$ cat src/rtl/multicycle_control_pkg.sv
// Shared types, opcode/funct codes and opcode decode for the multicycle control sequencer.
// MC_IMMLOGIC_EN: also accept andi/ori/slti/sltiu as immediate ALU instructions.
package multicycle_control_pkg;

    localparam int unsigned STATE_W = 4;
    localparam int unsigned OP_W    = 6;
    localparam int unsigned FUNCT_W = 6;
    localparam int unsigned ALU_W   = 3;
    localparam int unsigned AOP_W   = 2;

    typedef enum logic [STATE_W-1:0] {
        S_IDLE   = 4'd0,
        S_FETCH  = 4'd1,
        S_DECODE = 4'd2,
        S_MEMADR = 4'd3,
        S_MEMRD  = 4'd4,
        S_MEMWB  = 4'd5,
        S_MEMWR  = 4'd6,
        S_EXEC   = 4'd7,
        S_ALUWB  = 4'd8,
        S_BRANCH = 4'd9,
        S_IMMEX  = 4'd10,
        S_IMMWB  = 4'd11,
        S_JUMP   = 4'd12
    } state_type;

    typedef enum logic [ALU_W-1:0] {
        ALU_ADD  = 3'd0,
        ALU_SUB  = 3'd1,
        ALU_AND  = 3'd2,
        ALU_OR   = 3'd3,
        ALU_NOR  = 3'd4,
        ALU_SLT  = 3'd5,
        ALU_SLTU = 3'd6
    } alu_oper_type;

    typedef enum logic [AOP_W-1:0] {
        AOP_ADD   = 2'd0,
        AOP_SUB   = 2'd1,
        AOP_FUNCT = 2'd2,
        AOP_IMM   = 2'd3
    } aluop_type;

    // opcode_type codes
    localparam logic [OP_W-1:0] OP_RTYPE = 6'b000000;
    localparam logic [OP_W-1:0] OP_J     = 6'b000010;
    localparam logic [OP_W-1:0] OP_BEQ   = 6'b000100;
    localparam logic [OP_W-1:0] OP_ADDI  = 6'b001000;
    localparam logic [OP_W-1:0] OP_SLTI  = 6'b001010;
    localparam logic [OP_W-1:0] OP_SLTIU = 6'b001011;
    localparam logic [OP_W-1:0] OP_ANDI  = 6'b001100;
    localparam logic [OP_W-1:0] OP_ORI   = 6'b001101;
    localparam logic [OP_W-1:0] OP_LW    = 6'b100011;
    localparam logic [OP_W-1:0] OP_SW    = 6'b101011;

    // funct_type codes
    localparam logic [FUNCT_W-1:0] FN_ADD  = 6'b100000;
    localparam logic [FUNCT_W-1:0] FN_SUB  = 6'b100010;
    localparam logic [FUNCT_W-1:0] FN_AND  = 6'b100100;
    localparam logic [FUNCT_W-1:0] FN_OR   = 6'b100101;
    localparam logic [FUNCT_W-1:0] FN_NOR  = 6'b100111;
    localparam logic [FUNCT_W-1:0] FN_SLT  = 6'b101010;
    localparam logic [FUNCT_W-1:0] FN_SLTU = 6'b101011;

    // Successor of S_DECODE; S_FETCH means the opcode is not recognised.
    function automatic state_type decode_next(input logic [OP_W-1:0] op);
        state_type nxt;
        unique case (op)
            OP_LW, OP_SW: nxt = S_MEMADR;
            OP_RTYPE:     nxt = S_EXEC;
            OP_BEQ:       nxt = S_BRANCH;
            OP_ADDI:      nxt = S_IMMEX;
            OP_J:         nxt = S_JUMP;
`ifdef MC_IMMLOGIC_EN
            OP_ANDI, OP_ORI, OP_SLTI, OP_SLTIU: nxt = S_IMMEX;
`endif
            default:      nxt = S_FETCH;
        endcase
        return nxt;
    endfunction

endpackage

$ cat src/rtl/multicycle_control_if.sv
// Control bundle between the multicycle sequencer (master) and the datapath/ALU (slave).
interface multicycle_control_if;
    import multicycle_control_pkg::*;

    logic [OP_W-1:0]    opcode;
    logic [FUNCT_W-1:0] funct;
    logic               alu_zero;
    logic               mem_ready;
    alu_oper_type       alu_sel;
    logic               alu_src_a;
    logic [1:0]         alu_src_b;
    logic               pc_write;
    logic [1:0]         pc_src;
    logic               iord;
    logic               mem_read;
    logic               mem_write;
    logic               ir_write;
    logic               reg_write;
    logic               reg_dst;
    logic               mem_to_reg;
    logic               illegal;
    logic [STATE_W-1:0] state_o;

    modport master (
        input  opcode, funct, alu_zero, mem_ready,
        output alu_sel, alu_src_a, alu_src_b, pc_write, pc_src, iord, mem_read, mem_write,
               ir_write, reg_write, reg_dst, mem_to_reg, illegal, state_o
    );

    modport slave (
        output opcode, funct, alu_zero, mem_ready,
        input  alu_sel, alu_src_a, alu_src_b, pc_write, pc_src, iord, mem_read, mem_write,
               ir_write, reg_write, reg_dst, mem_to_reg, illegal, state_o
    );
endinterface

$ cat src/rtl/multicycle_control_alu_decoder.sv
// Maps the sequencer's ALU operation class plus funct/opcode onto the ALU operation.
// The immediate mapping is always present; unreachable opcodes are filtered at decode.
module multicycle_control_alu_decoder
    import multicycle_control_pkg::*;
(
    input  aluop_type          aluop,
    input  logic [FUNCT_W-1:0] funct,
    input  logic [OP_W-1:0]    opcode,
    output alu_oper_type       alu_oper,
    output logic               illegal_funct
);

    // Depends on funct only, so the FSM may read it while choosing aluop.
    always_comb begin
        illegal_funct = 1'b0;
        unique case (funct)
            FN_ADD, FN_SUB, FN_AND, FN_OR, FN_NOR, FN_SLT, FN_SLTU: illegal_funct = 1'b0;
            default: illegal_funct = 1'b1;
        endcase
    end

    always_comb begin
        alu_oper = ALU_ADD;
        unique case (aluop)
            AOP_ADD: alu_oper = ALU_ADD;
            AOP_SUB: alu_oper = ALU_SUB;
            AOP_FUNCT: begin
                unique case (funct)
                    FN_SUB:  alu_oper = ALU_SUB;
                    FN_AND:  alu_oper = ALU_AND;
                    FN_OR:   alu_oper = ALU_OR;
                    FN_NOR:  alu_oper = ALU_NOR;
                    FN_SLT:  alu_oper = ALU_SLT;
                    FN_SLTU: alu_oper = ALU_SLTU;
                    default: alu_oper = ALU_ADD;
                endcase
            end
            AOP_IMM: begin
                unique case (opcode)
                    OP_ANDI:  alu_oper = ALU_AND;
                    OP_ORI:   alu_oper = ALU_OR;
                    OP_SLTI:  alu_oper = ALU_SLT;
                    OP_SLTIU: alu_oper = ALU_SLTU;
                    default:  alu_oper = ALU_ADD;
                endcase
            end
            default: alu_oper = ALU_ADD;
        endcase
    end

endmodule

$ cat src/rtl/multicycle_control.sv
// Multicycle CPU control sequencer: drives ALU selects, PC/IR/register-file and memory strobes.
// Build option MC_IMMLOGIC_EN (see package) adds andi/ori/slti/sltiu decode.
module multicycle_control
    import multicycle_control_pkg::*;
#(
    parameter bit RESET_TO_IDLE = 1'b1
) (
    input  logic                 clk,
    input  logic                 rst_n,
    multicycle_control_if.master bus
);

    localparam state_type RESET_STATE = RESET_TO_IDLE ? S_IDLE : S_FETCH;

    state_type       state_q, next_state;
    logic [OP_W-1:0] op_q;
    logic            illegal_q;
    logic            set_illegal, op_load;
    aluop_type       aluop;
    alu_oper_type    alu_oper;
    logic            illegal_funct;
    logic            alu_src_a, pc_write, iord, mem_read, mem_write;
    logic            ir_write, reg_write, reg_dst, mem_to_reg;
    logic [1:0]      alu_src_b, pc_src;

    multicycle_control_alu_decoder u_alu_decoder (
        .aluop         (aluop),
        .funct         (bus.funct),
        .opcode        (op_q),
        .alu_oper      (alu_oper),
        .illegal_funct (illegal_funct)
    );

    // Next state and strobes; everything is forced to its idle value while in reset.
    always_comb begin
        next_state  = state_q;
        aluop       = AOP_ADD;
        alu_src_a   = 1'b0;
        alu_src_b   = 2'd0;
        pc_write    = 1'b0;
        pc_src      = 2'd0;
        iord        = 1'b0;
        mem_read    = 1'b0;
        mem_write   = 1'b0;
        ir_write    = 1'b0;
        reg_write   = 1'b0;
        reg_dst     = 1'b0;
        mem_to_reg  = 1'b0;
        set_illegal = 1'b0;
        op_load     = 1'b0;
        if (rst_n) begin
            unique case (state_q)
                S_IDLE: next_state = S_FETCH;
                S_FETCH: begin
                    mem_read  = 1'b1;
                    alu_src_b = 2'd1;
                    if (bus.mem_ready) begin
                        ir_write   = 1'b1;
                        pc_write   = 1'b1;
                        next_state = S_DECODE;
                    end
                end
                S_DECODE: begin
                    alu_src_b   = 2'd3;
                    op_load     = 1'b1;
                    next_state  = decode_next(bus.opcode);
                    set_illegal = (next_state == S_FETCH);
                end
                S_MEMADR: begin
                    alu_src_a  = 1'b1;
                    alu_src_b  = 2'd2;
                    next_state = (op_q == OP_SW) ? S_MEMWR : S_MEMRD;
                end
                S_MEMRD: begin
                    mem_read = 1'b1;
                    iord     = 1'b1;
                    if (bus.mem_ready) next_state = S_MEMWB;
                end
                S_MEMWB: begin
                    reg_write  = 1'b1;
                    mem_to_reg = 1'b1;
                    next_state = S_FETCH;
                end
                S_MEMWR: begin
                    mem_write = 1'b1;
                    iord      = 1'b1;
                    if (bus.mem_ready) next_state = S_FETCH;
                end
                S_EXEC: begin
                    alu_src_a   = 1'b1;
                    aluop       = illegal_funct ? AOP_ADD : AOP_FUNCT;
                    set_illegal = illegal_funct;
                    next_state  = illegal_funct ? S_FETCH : S_ALUWB;
                end
                S_ALUWB: begin
                    reg_write  = 1'b1;
                    reg_dst    = 1'b1;
                    next_state = S_FETCH;
                end
                S_BRANCH: begin
                    alu_src_a  = 1'b1;
                    aluop      = AOP_SUB;
                    pc_src     = 2'd1;
                    pc_write   = bus.alu_zero;
                    next_state = S_FETCH;
                end
                S_IMMEX: begin
                    alu_src_a  = 1'b1;
                    alu_src_b  = 2'd2;
                    aluop      = AOP_IMM;
                    next_state = S_IMMWB;
                end
                S_IMMWB: begin
                    reg_write  = 1'b1;
                    next_state = S_FETCH;
                end
                S_JUMP: begin
                    pc_write   = 1'b1;
                    pc_src     = 2'd2;
                    next_state = S_FETCH;
                end
                default: next_state = S_FETCH;
            endcase
        end
    end

    // State, latched opcode (needed after decode) and sticky illegal flag.
    always_ff @(posedge clk or negedge rst_n) begin
        if (!rst_n) begin
            state_q   <= RESET_STATE;
            op_q      <= '0;
            illegal_q <= 1'b0;
        end else begin
            state_q <= next_state;
            if (op_load)     op_q      <= bus.opcode;
            if (set_illegal) illegal_q <= 1'b1;
        end
    end

    assign bus.alu_sel    = alu_oper;
    assign bus.alu_src_a  = alu_src_a;
    assign bus.alu_src_b  = alu_src_b;
    assign bus.pc_write   = pc_write;
    assign bus.pc_src     = pc_src;
    assign bus.iord       = iord;
    assign bus.mem_read   = mem_read;
    assign bus.mem_write  = mem_write;
    assign bus.ir_write   = ir_write;
    assign bus.reg_write  = reg_write;
    assign bus.reg_dst    = reg_dst;
    assign bus.mem_to_reg = mem_to_reg;
    assign bus.illegal    = illegal_q;
    assign bus.state_o    = STATE_W'(state_q);

endmodule

$ cat src/flat_wrapper.sv
// flat-port wrapper written by rule: the top's interface ports become plain ports
module multicycle_control_flat import multicycle_control_pkg::*;
#(
    parameter bit RESET_TO_IDLE = 1'b1
)
  (clk, rst_n, bus_opcode, bus_funct, bus_alu_zero, bus_mem_ready, bus_alu_sel, bus_alu_src_a, bus_alu_src_b, bus_pc_write, bus_pc_src, bus_iord, bus_mem_read, bus_mem_write, bus_ir_write, bus_reg_write, bus_reg_dst, bus_mem_to_reg, bus_illegal, bus_state_o);
  multicycle_control_if bus_i ();
  input  logic clk;
  input  logic rst_n;
  input wire logic [$bits(bus_i.opcode)-1:0] bus_opcode;
  input wire logic [$bits(bus_i.funct)-1:0] bus_funct;
  input wire logic [$bits(bus_i.alu_zero)-1:0] bus_alu_zero;
  input wire logic [$bits(bus_i.mem_ready)-1:0] bus_mem_ready;
  output wire logic [$bits(bus_i.alu_sel)-1:0] bus_alu_sel;
  output wire logic [$bits(bus_i.alu_src_a)-1:0] bus_alu_src_a;
  output wire logic [$bits(bus_i.alu_src_b)-1:0] bus_alu_src_b;
  output wire logic [$bits(bus_i.pc_write)-1:0] bus_pc_write;
  output wire logic [$bits(bus_i.pc_src)-1:0] bus_pc_src;
  output wire logic [$bits(bus_i.iord)-1:0] bus_iord;
  output wire logic [$bits(bus_i.mem_read)-1:0] bus_mem_read;
  output wire logic [$bits(bus_i.mem_write)-1:0] bus_mem_write;
  output wire logic [$bits(bus_i.ir_write)-1:0] bus_ir_write;
  output wire logic [$bits(bus_i.reg_write)-1:0] bus_reg_write;
  output wire logic [$bits(bus_i.reg_dst)-1:0] bus_reg_dst;
  output wire logic [$bits(bus_i.mem_to_reg)-1:0] bus_mem_to_reg;
  output wire logic [$bits(bus_i.illegal)-1:0] bus_illegal;
  output wire logic [$bits(bus_i.state_o)-1:0] bus_state_o;
  assign bus_i.opcode = bus_opcode;
  assign bus_i.funct = bus_funct;
  assign bus_i.alu_zero = bus_alu_zero;
  assign bus_i.mem_ready = bus_mem_ready;
  assign bus_alu_sel = bus_i.alu_sel;
  assign bus_alu_src_a = bus_i.alu_src_a;
  assign bus_alu_src_b = bus_i.alu_src_b;
  assign bus_pc_write = bus_i.pc_write;
  assign bus_pc_src = bus_i.pc_src;
  assign bus_iord = bus_i.iord;
  assign bus_mem_read = bus_i.mem_read;
  assign bus_mem_write = bus_i.mem_write;
  assign bus_ir_write = bus_i.ir_write;
  assign bus_reg_write = bus_i.reg_write;
  assign bus_reg_dst = bus_i.reg_dst;
  assign bus_mem_to_reg = bus_i.mem_to_reg;
  assign bus_illegal = bus_i.illegal;
  assign bus_state_o = bus_i.state_o;
  multicycle_control #(.RESET_TO_IDLE(RESET_TO_IDLE)) u_core (.clk(clk), .rst_n(rst_n), .bus(bus_i));
endmodule
$ cat config.mk
export PLATFORM = sky130hd
export DESIGN_NAME = multicycle_control_flat
export DESIGN_NICKNAME = d
export VERILOG_FILES = /design/src/rtl/multicycle_control_pkg.sv /design/src/rtl/multicycle_control_if.sv /design/src/rtl/multicycle_control_alu_decoder.sv /design/src/rtl/multicycle_control.sv /design/src/flat_wrapper.sv
export SDC_FILE = /design/constraint.sdc
export NUM_CORES = 1
export LEC_CHECK = 0
export BUFFER_PORTS_ARGS = -buffer_cell sky130_fd_sc_hd__clkbuf_2
export CAP_MARGIN = 20
export CELL_PAD_IN_SITES_DETAIL_PLACEMENT = 1
export CELL_PAD_IN_SITES_GLOBAL_PLACEMENT = 2
export CORE_MARGIN = 1
export CORE_UTILIZATION = 29
export DETAILED_ROUTE_END_ITERATION = 10
export PLACE_DENSITY = 0.81
export SETUP_SLACK_MARGIN = 0.05
export SYNTH_ARGS = -nofsm -noshare
export SYNTH_HDL_FRONTEND = slang
export SYNTH_SLANG_ARGS = --single-unit
$ cat constraint.sdc
create_clock -name clk -period 2.4 [get_ports clk]
set_input_delay 0.36 -clock clk [delete_from_list [all_inputs] [get_ports clk]]
set_output_delay 0.36 -clock clk [all_outputs]
set_load 0.05 [all_outputs]
# --- After elaboration in Yosys (flattened, before gate mapping) ---
# Index checks and enable logic that the tools add are counted.
# W data, S select, Z words.
word_totals:
  register_bits: 11
  latchBits: 0
  mem_bits_rw: 0
  romBits: 0
  out_inout_bits: 21
  wordCells: 92
  memories: 0
classes:
  n_addsub: 0
  mul: 0
  n_div: 0
  order_cmp: 0
  eq_ne: 36
  n_shift: 0
  n_mux: 43
  bitwise: 0
  n_reduce_logical: 10
op_table:
  columns: ["cell", "count"]
  rows:
  - ["$eq A6 B6 Y1 const B", 10]
  - ["$eq A6 B4 Y1 const B", 5]
  - ["$pmux W4 S7", 1]
  - ["$mux W4", 6]
  - ["$pmux W3 S4", 2]
  - ["$mux W1", 22]
  - ["$eq A4 B4 Y1 const B", 5]
  - ["$pmux W4 S5", 1]
  - ["$pmux W3 S6", 1]
  - ["$eq A4 B3 Y1 const B", 4]
  - ["$pmux W2 S3", 2]
  - ["$mux W2", 5]
  - ["$eq A4 B1 Y1 const B", 2]
  - ["$eq A4 B2 Y1 const B", 2]
  - ["$reduce_or A2 Y1", 4]
  - ["$reduce_or A7 Y1", 1]
  - ["$eq A6 B2 Y1 const B", 1]
  - ["$eq A6 B3 Y1 const B", 1]
  - ["$logic_not A6 Y1", 1]
  - ["$ne A2 B2 Y1 const B", 3]
  - ["$eq A2 B2 Y1 const B", 2]
  - ["$pmux W2 S2", 1]
  - ["$reduce_and A4 Y1", 1]
  - ["$reduce_or A4 Y1", 1]
  - ["other kinds (5)", 5]

# --- Longest topological paths before layout ---
# Gate-level depths: netlist of run 1.
logic_depth:
  word_depth: 8
  depth_mapped: 7

# --- By module ---
# Synthesis of run 1 repeated with hierarchy kept, for this count alone.
hier_totals:
  hier_cells: 135
  hier_area_um2: 1142.3
modules_own_cells:
  columns: ["mod", "n_inst", "cells_each", "area_each_um2"]
  rows:
  - ["multicycle_control", 1, 106, 928.4]
  - ["multicycle_control_alu_decoder", 1, 29, 214.0]

# --- Least setup slack after synthesis of run 1 ---
# OpenSTA, ideal clock, no wires.
synth_timing:
  kind: "register to output"
  from: "reg u_core.state_q[1] (netlist: u_core.bus.state_o[1])"
  to: "out bus_pc_write"
  t_arrival_ns: 2.620
  setup_slack_ns: -0.580
  stages_incl_launch_ff: 6
  n_path_buf: 1
  cell_sequence: "dfrtp_1 -> clkbuf_1 -> nor2_1 -> nand2_1 -> nor3_1 -> a211o_1"
synth_via:
  elab_chain_cells: 3
synth_rtl:
  columns: ["item", "line_no", "source"]
  rows:
  - ["start: declaration", "multicycle_control.sv:15", "state_type state_q, next_state;"]
  - ["start signal: assignment", "multicycle_control.sv:134", "state_q <= next_state;"]
  - ["$eq A4 B4 Y1 or $eq A4 B1 Y1 (tied branches)", "multicycle_control.sv:52", "unique case (state_q)"]
  - ["$pmux W1 S3 *", "multicycle_control.sv:52", null]
  - ["$mux W1 *", "multicycle_control.sv:51", "if (rst_n) begin"]
  - ["end: declaration", "flat_wrapper.sv:17", "output wire logic [$bits(bus_i.pc_write)-1:0] bus_pc_write;"]
# Mark *: on every way between the ends. The rest lies on a longest branch, timed or not.

# --- Final worst setup path of run 1 ---
layout_timing:
  from: "reg u_core.op_q[4]"
  to: "out bus_alu_sel[1]"
layout_via:
  elab_chain_cells: 3
layout_rtl:
  columns: ["item", "line_no", "source"]
  rows:
  - ["start: declaration", "multicycle_control.sv:16", "logic [OP_W-1:0] op_q;"]
  - ["start signal: assignment", "multicycle_control.sv:135", "if (op_load) op_q <= bus.opcode;"]
  - ["$eq A6 B4 Y1", "multicycle_control_alu_decoder.sv:39", "unique case (opcode)"]
  - ["$pmux W3 S4 *", "multicycle_control_alu_decoder.sv:39", null]
  - ["$pmux W3 S4 *", "multicycle_control_alu_decoder.sv:24", "unique case (aluop)"]
  - ["end: declaration", "flat_wrapper.sv:14", "output wire logic [$bits(bus_i.alu_sel)-1:0] bus_alu_sel;"]
# Marks and branches as above.

==> results of run 1 <==
[worst max-delay path, stage by stage, from the launching register on]
cell and delay, ps:
dfrtp_1 380, nand2b_1 160, or2_2 290, or4_1 460, o21ai_0 90, clkbuf_4 260
[stage by stage]
stage,std cells,TNS [ps]
global placement,216,0
CTS,221,0
floorplan,133,-1576
global route,221,0
finish,221,0
detailed placement,216,0
[cell usage after synthesis (2+ instances only)]
cell type	number
nor3_1	8
buf_2	5
nand3b_1	3
o22a_1	2
nand2b_1	5
inv_1	6
nand3_1	5
xor2_1	2
dfrtp_1	11
nor2b_1	3
o21ai_0	8
nand2_1	14
o22ai_1	2
nor2_1	15
a21oi_1	11
mux2_4	5
o31ai_1	2
[sequential cells by signal, summed over array words and instances, names as in the netlist]
register	count
u_core.op_q	6
u_core.bus.illegal	1
u_core.bus.state_o	4
[path summary, 6_finish.rpt]
| check | end | from | cells after the start |
|---|---|---|---|
| min reg2reg | u_core.bus.illegal | u_core.bus.illegal | 2 |
| max reg2reg | u_core.op_q[1] | u_core.bus.state_o[3] | 5 |
| max | bus_alu_sel[1] | u_core.op_q[4] | 5 |
| min in group clk | u_core.op_q[5] | bus_opcode[5] | 2 |
| max in group asynchronous | u_core.bus.state_o[3] | rst_n | 2 |
| min | u_core.bus.state_o[2] | rst_n | 2 |
[final cells by class]
class	count	area, um2
clock buffer	4	26.28
fill	444	2003
inverter	6	22.52
multi-input combinational	109	720.7
sequential	11	275.3
tap	46	57.56
timing repair buffer	45	257.7
[where the power goes]
group | switching [mW] | internal, mW | total, mW | leakage (nW)
registers | 0.0692 | 0.265 | 0.334 | 0.135
clock network | 0.0689 | 0.0646 | 0.134 | 0.0150
logic | 0.579 | 0.321 | 0.900 | 0.458
total | 0.717 | 0.651 | 1.37 | 0.608
[cell families (layout without fill, tap and decap cells)]
kind of cell,after synthesis,after routing,synth area share
DFF,11,11,0.2670
xor gates and xnor gates,3,3,0.02549
buffers and inverters,13,55,0.05703
and+or+nand+nor,61,61,0.2937
AOI/OAI and AO/OA,38,38,0.2634
muxes,7,7,0.09344
[per-layer routing]
layer / up-vias / wire length (um)
li1: 565 / -
met1: 564 / 1525
met2: 32 / 1641
met3: 4 / 101
met4: 0 / 55
met5: - / 0
[what timing repair did]
item | CTS | global route
resized for setup | 3 | 3
setup endpoints to repair | 3 | 2
setup buffers | 0 | 0
gates cloned | 0 | 0
hold buffers | 1 | 0
hold endpoints to repair | 1 | 0
==> flow_summary_export.csv, run 1 <==
group,metric,value,unit
run_status,status,"completed",
final_layout,drive_above_1_share,0.3600,
power_and_ir_drop,leakagePower,0.6078,nW
timing,maxSlewHeadroom,0.6628,
global_routing,gr-usage-met1,0.2430,
clocking,numCtsBuffers,3,
final_layout,final_cell_area,1360,um2
routing,routed_wirelength,3.324,mm
yosys,synth-edff-count,0,
setup_path,startpoint_type,"register",
floorplanning,rows,21,
timing,finalWorstPathRequiredPeriod,2282,ps
timing,max_freq,438.3,MHz
setup_path,critPathRequiredTime,2040,ps
floorplanning,start_util,0.3065,
timing,setup_viol,0,
setup_path,worst-path-max-fanout,3,
global_routing,grt.overflow.total,0,
routing,drc,0,
final_layout,layout_common_cells,"clkbuf_2, nor2_1, nand2_1",
yosys,synth_top_cell_area_share,0.2670,
power_and_ir_drop,p_total,1.368,mW
routing,num_vias,1165,
timing,slew_violations,0,
yosys,async_flop_share,1.000,
yosys,ys_ff_latch,11,
routing,dr.pass1.iters,4,
placed_design,dpl_cell_area,1314,um2
timing,whs,111.3,ps
clocking,clk_latency,280,ps
global_routing,grt_usage,0.1914,
floorplanning,die-area,3798,um2
global_routing,grt_use_met2,0.3226,
power_and_ir_drop,vdd_ir_drop_max,0.4536,mV
timing,rsz0062_at_grt,"false",
yosys,synth_top_flop_cell,"dfrtp_1",
routing,antenna_left,0,
placed_design,place.detailed.hpwl,2.703,mm
yosys,synth-seq-area-share,0.2670,
global_routing,antenna_found_initial,0,
floorplanning,coreArea,3363,um2
clocking,cts_root_buffer,"clkbuf_4",
final_layout,nNetsFinal,192,
global_routing,grt_pass1_vias,1146,
yosys,synth.distinct_cells,43,
yosys,synth_cells,133,
global_routing,grt_max_degree,17,
clocking,cts.path.max_buffers,2,
global_routing,grt_first_pass_wirelength,5.230,mm
final_layout,diodes,0,
timing,worst_slack,118.4,ps
routing,routedWlPerCell,15.04,um
placed_design,io_buffers,36,
floorplanning,die_w,61.63,um
routing,vias_per_cell,5.271,
final_layout,layout_commonest_cell,"clkbuf_2",
yosys,yosys.area.top_type,"dfrtp_1",
timing,fin_crit_sh,0.9507,
global_routing,met3_usage,0.01681,
placed_design,place_worst_setup_slack,324.7,ps
setup_path,reg2reg_slack,570,ps
clocking,h-tree-depth,1,
yosys,netlist_top_cells_area,"dfrtp_1, mux2_4, nor2_1",
clocking,clock-sinks,11,
setup_path,endpoint_kind,"primary output",
power_and_ir_drop,power_density,1006,nW/um2
yosys,syn_nets,149,
yosys,syn-cell-area,1031,um2
floorplanning,ioPinCount,37,
yosys,synth.avg_cell_area,7.752,um2
placed_design,gp_congestion,0.8813,
flow_run,cap_violations,0,
final_layout,fin_util,0.4044,
yosys,synth-warning-count,0,
timing,skew,4.129,ps
timing,max_slew.worst_pin.slew,501.9,ps
worst_hold_path,worstHoldPathType,"in -> async",
setup_path,arrival,1920,ps
clocking,cts.clk_slew.worst_paths,70,ps
floorplanning,fp.dieH,61.63,um
timing,finalHoldViolCount,0,
clocking,cts_tree,"built",
routing,drt_iter0_markers,31,
final_layout,area_growth,31.92,%
setup_path,critPathKind,"reg -> out",
global_routing,top_usage_layer,"met2",
Power figures use the tool's default switching activity.
==> run 2, diff against run 1 <==
Settings changed: CORE_UTILIZATION 29 to 24, PLACE_DENSITY 0.81 to 0.72.
Clock period 2.4 ns to 2 ns, I/O delays scaled along.
==> run 2 against run 1 <==
First-iteration DRC count fell by 23%. Critical endpoint unchanged. Critical path type unchanged. Largest power group unchanged. Global-route usage fell by 1.3 points. Die area rose by 20%. Sequential power rose by 31%. The flow now finishes with violations (negative setup slack).
==> flow_summary_export.csv, run 2 (synthesis results as in run 1) <==
group,metric,value,unit
floorplanning,die-area,4562,um2
timing,rsz0062_at_grt,"true",
placed_design,gp_congestion,0.7780,
run_status,violations,"negative setup slack",
clocking,numCtsBuffers,3,
routing,drc,0,
global_routing,antenna_found_initial,0,
power_and_ir_drop,leakagePower,0.7317,nW
floorplanning,fp.dieH,67.54,um
final_layout,fin_cells,238,
routing,topRoutingLayerUsed,"met4",
routing,vias_per_cell,5.134,
floorplanning,die_w,67.54,um
floorplanning,coreArea,4058,um2
global_routing,grt_max_degree,15,
clocking,cts_root_buffer,"clkbuf_8",
power_and_ir_drop,comb_power_share,0.673,
timing,finalHoldViolCount,0,
setup_path,worst-path-max-fanout,3,
final_layout,largest_reg_flops,6,
routing,antenna_left,0,
global_routing,grt.overflow.total,0,
final_layout,top_register,"u_core.op_q",
final_layout,layout_commonest_cell,"clkbuf_2",
global_routing,grt_usage,0.1782,
final_layout,diodes,0,
worst_hold_path,worstHoldPathType,"in -> async",
power_and_ir_drop,swShare,0.4907,
global_routing,grt_first_pass_wirelength,6.009,mm
timing,finalWorstPathRequiredPeriod,2024,ps
timing,fin_crit_sh,1.012,
clocking,cts.clk_slew.worst_paths,60,ps
run_status,status,"finished, violations left",
final_layout,drive_above_1_share,0.5319,
clocking,cts.path.max_buffers,2,
final_layout,area_growth,64.08,%
flow_run,cap_violations,0,
routing,dr_wl_met3,125,um
floorplanning,ioPinCount,37,
routing,routed_wirelength,3.886,mm
routing,routedWlPerCell,16.33,um
clocking,h-tree-depth,1,
power_and_ir_drop,p_total,2.050,mW
power_and_ir_drop,clkPwrFrac,0.114,
power_and_ir_drop,power.switching,1.006,mW
timing,max_slew.worst_pin.slew,469.5,ps
timing,setup_viol,1,
timing,maxSlewHeadroom,0.6846,
placed_design,place_inst,223,
clocking,cts_tree,"built",
timing,worst_slack,-23.76,ps
setup_path,worst_r2r_path_depth,5,
placed_design,place.detailed.hpwl,3.029,mm
power_and_ir_drop,vdd_ir_drop_max,0.4942,mV
floorplanning,rows,23,
routing,num_vias,1222,
timing,slew_violations,0,
power_and_ir_drop,power_density,1212,nW/um2
timing,skew,2.519,ps
setup_path,arrival,1720,ps
final_layout,nFillCells,510,
power_and_ir_drop,p_seq_frac,0.213,
routing,wl_met1,1.742,mm
setup_path,critPathRequiredTime,1700,ps
power_and_ir_drop,intPower,1.044,mW
clocking,clk_latency,240,ps
clocking,clock-sinks,11,
timing,max_freq,494.1,MHz
routing,drt_iter0_markers,24,
final_layout,layout_common_cells,"clkbuf_2, buf_4, nand2_1",
setup_path,endpoint_kind,"primary output",
routing,wl_met2,1.958,mm
setup_path,startpoint_type,"register",
placed_design,io_buffers,36,
setup_path,critPathKind,"reg -> out",
routing,dr.pass1.iters,4,
global_routing,grt_pass1_vias,1226,
final_layout,nNetsFinal,205,
floorplanning,start_util,0.2541,
run 2: cell types whose count changed in the layout (fill, tap and decap cells not counted), sizes merged:
cell,delta
clkbuf,-5
buf,+19
dlygate4sd3,-1
run 2: worst max-delay path, stage by stage (launching register included):
cell	delay (ps)
dfrtp_1	370
nand2b_4	140
or2_4	230
or4_4	500
o21ai_4	80
buf_8	160
run 2: area by class of cell:
cell class / count / area (um2) / share of cell area
well taps: 50 / 62.56 / 0.03698
multi-input cells: 109 / 852.1 / 0.5037
repair buffers: 58 / 429.2 / 0.2537
inverters: 6 / 22.52 / 0.01331
clock buffers: 4 / 45.04 / 0.02663
flip-flops and latches: 11 / 280.3 / 0.1657
run 2: layer usage:
metal,track usage,up-vias
met1,0.2276,594
met4,0.07447,0
li1,-,592
met2,0.3057,30
met5,0,-
met3,0.01182,6
run 2: path summary, 6_finish.rpt:
path / from / to / slack [ps]
min in group clk: bus_opcode[0] / u_core.op_q[0] / 340
min reg2reg: u_core.bus.illegal / u_core.bus.illegal / 490
max: u_core.op_q[4] / bus_alu_sel[1] / -20
min: rst_n / u_core.bus.state_o[3] / 20
max in group asynchronous: rst_n / u_core.bus.state_o[2] / 1750
max reg2reg: u_core.bus.state_o[2] / u_core.op_q[0] / 240
run 2: power groups by stage:
stage	clock network (mW)	registers [mW]	logic, mW
after global placement	0	0.416	1.11
after floorplan	0	0.519	0.756
final	0.234	0.436	1.38
after global routing	0.246	0.446	1.47
after detailed placement	0	0.429	1.14
after CTS	0.236	0.427	1.23
run 2: through the flow:
step | area, um2 | worst slack (ps) | TNS (ps) | utilization | hold WS [ps]
floorplan | 1154 | -55.95 | -55.95 | - | 4.409
global placement | 1465 | 15.26 | 0 | 0.3611 | 268.2
detailed placement | 1465 | -15.71 | -15.71 | 0.3611 | 275.8
CTS | 1578 | -54.98 | -95.19 | 0.3888 | 20.11
global route | 1692 | -82.68 | -150.5 | 0.4169 | 31.70
finish | 1692 | -23.76 | -23.76 | 0.4169 | 21.55
run 2: repair_timing:
item | 4_1_cts | 5_1_grt
endpoints found under the setup margin | 6 | 7
setup buffers | 3 | 8
gates resized for setup | 11 | 22
gates cloned | 0 | 0
pin swaps | 3 | 4
hold buffers | 0 | 0
==> run 3, diff against run 2 <==
--- a/config.mk
+++ b/config.mk
@@ -7,5 +7,4 @@
 export LEC_CHECK = 0
 export BUFFER_PORTS_ARGS = -buffer_cell sky130_fd_sc_hd__clkbuf_2
-export CAP_MARGIN = 20
 export CELL_PAD_IN_SITES_DETAIL_PLACEMENT = 1
 export CELL_PAD_IN_SITES_GLOBAL_PLACEMENT = 2
==> constraint.sdc (replaced) <==
create_clock -name clk -period 2 [get_ports clk]
set_input_delay 0.2 -clock clk [delete_from_list [all_inputs] [get_ports clk]]
set_output_delay 0.2 -clock clk [all_outputs]
set_load 0.05 [all_outputs]
==> run 3 against run 2 <==
The flow now finishes without violations. Combinational power shrank 13%. Sequential share of layout area increased by 1.7 points. Total power fell by 11%. Fmax rose by 5.0%. Clock-buffer cell count unchanged. Wire length is 10% lower. Die area unchanged. Highest routed layer unchanged. Clock skew about the same. Non-clock buffer count is 7 lower. Critical path depth fell by 1. Sequential power fell by 6.0%.
==> flow_summary_export.csv, run 3 (synthesis results as in run 1) <==
group,metric,value,unit
clocking,clk_latency,230,ps
floorplanning,coreArea,4058,um2
timing,maxSlewHeadroom,0.7142,
routing,num_vias,1179,
clocking,h-tree-depth,1,
routing,dr.pass1.iters,4,
timing,max_slew.worst_pin.slew,428.7,ps
routing,drt_iter0_markers,27,
setup_path,rr_endpoint,"u_core.bus.state_o[0]",
timing,slew_violations,0,
clocking,clock-sinks,11,
setup_path,endpoint_kind,"primary output",
setup_path,slowest_delay,590,ps
setup_path,startpoint_type,"register",
final_layout,nNetsFinal,198,
power_and_ir_drop,p_total,1.833,mW
global_routing,antenna_found_initial,0,
setup_path,cp_cell_sequence,"nand3b_1 > or4_4 > o21ai_4 > buf_12",
timing,skew,2.801,ps
setup_path,critPathRequiredTime,1800,ps
routing,vias_per_cell,5.104,
final_layout,final_cell_area,1535,um2
power_and_ir_drop,swShare,0.4981,
final_layout,top_register,"u_core.op_q",
setup_path,arrival,1730,ps
final_layout,diodes,0,
final_layout,drive_above_1_share,0.4641,
timing,finalWorstPathRequiredPeriod,1928,ps
final_layout,area_growth,48.91,%
placed_design,place_inst,222,
routing,routed_wirelength,3.492,mm
floorplanning,die_w,67.54,um
routing,wl_met1,1.647,mm
worst_hold_path,worstHoldPathType,"in -> async",
timing,fin_crit_sh,0.9639,
global_routing,grt.overflow.total,0,
clocking,cts.path.max_buffers,2,
routing,topRoutingLayerUsed,"met4",
routing,routedWlPerCell,15.12,um
global_routing,grt_usage,0.1668,
placed_design,gp_congestion,0.8144,
timing,max_freq,518.7,MHz
final_layout,fin_cells,231,
global_routing,grt_first_pass_wirelength,5.733,mm
clocking,cts.clk_slew.worst_paths,50,ps
timing,finalHoldViolCount,0,
global_routing,grt_pass1_vias,1171,
floorplanning,start_util,0.2541,
timing,worst_slack,72.15,ps
power_and_ir_drop,power_density,1194,nW/um2
power_and_ir_drop,clkPwrFrac,0.120,
final_layout,layout_commonest_cell,"clkbuf_2",
setup_path,crit_path_top_delay_cell,"or4_4",
clocking,numCtsBuffers,3,
placed_design,place_worst_setup_slack,111.4,ps
placed_design,dpl_cell_area,1421,um2
floorplanning,rows,23,
routing,dr_wl_met3,137,um
setup_path,worst-path-max-fanout,4,
timing,rsz0062_at_grt,"true",
power_and_ir_drop,intPower,0.9202,mW
global_routing,grt_max_degree,15,
setup_path,reg2reg_slack,290,ps
routing,drc,0,
power_and_ir_drop,power.switching,0.9133,mW
final_layout,largest_reg_flops,6,
power_and_ir_drop,p_seq_frac,0.224,
power_and_ir_drop,comb_power_share,0.656,
placed_design,place.detailed.hpwl,2.821,mm
run_status,status,"completed",
clocking,cts_root_buffer,"clkbuf_8",
final_layout,layout_common_cells,"clkbuf_2, buf_4, nand2_1",
setup_path,critical_path.top_delay_family,"simple AND/OR/NAND/NOR gates",
power_and_ir_drop,vdd_ir_drop_max,0.4848,mV
routing,antenna_left,0,
floorplanning,die-area,4562,um2
setup_path,r2r_start,"u_core.bus.state_o[1]",
power_and_ir_drop,leakagePower,0.6715,nW
placed_design,io_buffers,36,
timing,setup_viol,0,
floorplanning,ioPinCount,37,
floorplanning,fp.dieH,67.54,um
flow_run,cap_violations,0,
setup_path,worst_r2r_path_depth,5,
clocking,cts_tree,"built",
setup_path,critPathKind,"reg -> out",
setup_path,path_buf_inv,1,
routing,wl_met2,1.667,mm
## run 3: power by group through the flow
| stage | Clock (mW) | Sequential, mW | Combinational [mW] |
|---|---|---|---|
| 2_1_floorplan | 0 | 0.514 | 0.723 |
| 3_3_place_gp | 0 | 0.429 | 1.07 |
| 6_report | 0.221 | 0.410 | 1.20 |
| 3_5_place_dp | 0 | 0.438 | 1.09 |
| 5_1_grt | 0.243 | 0.430 | 1.30 |
| 4_1_cts | 0.228 | 0.410 | 1.17 |
## run 3: what timing repair did
action / CTS / global route
resized for setup: 7 / 7
setup endpoints to repair: 3 / 4
setup buffers: 4 / 1
hold buffers: 0 / 0
## run 3: metal layers
metal  track usage  vias up
met2        0.2760       30
met3       0.01689        4
li1              -      576
met4       0.05585        0
met5             0        -
met1        0.2235      569
## run 3: worst max path at each step
| stage | from | endpoint | slack (ps) | cells past startpoint |
|---|---|---|---|---|
| 6_report | u_core.bus.state_o[2] | bus_alu_sel[1] | 70 | 4 |
| 3_3_place_gp | u_core.bus.state_o[2] | bus_alu_sel[1] | 190 | 4 |
| 3_5_place_dp | u_core.op_q[4] | bus_alu_sel[0] | 110 | 6 |
| 2_1_floorplan | u_core.bus.state_o[2] | bus_pc_write | -140 | 4 |
| 5_1_grt | u_core.op_q[4] | bus_alu_sel[1] | 10 | 5 |
| 4_1_cts | u_core.bus.state_o[2] | bus_alu_sel[1] | 60 | 4 |
## run 3: final cells by class
cell class	instances	area, um2
multi-input combinational	109	799.5
fill	501	2522
tap	50	62.56
clock buffer	4	45.04
timing repair buffer	51	325.3
sequential	11	280.3
inverter	6	22.52
## run 3: per-stage QoR
step | util | TNS [ps] | hold slack [ps]
after floorplan | - | -140.9 | -95.59
final | 0.3784 | 0 | 52.72
after CTS | 0.3737 | 0 | 54.91
after global routing | 0.3784 | 0 | 66.00
after global placement | 0.3503 | 0 | 304.5
after detailed placement | 0.3503 | 0 | 306.5
## run 3: worst register-to-register path: stages, from the launching register on
cell and delay (ps):
dfrtp_2 440, nand2b_1 170, buf_4 160, mux2_2 290
o31ai_4 340, o21ai_0 180
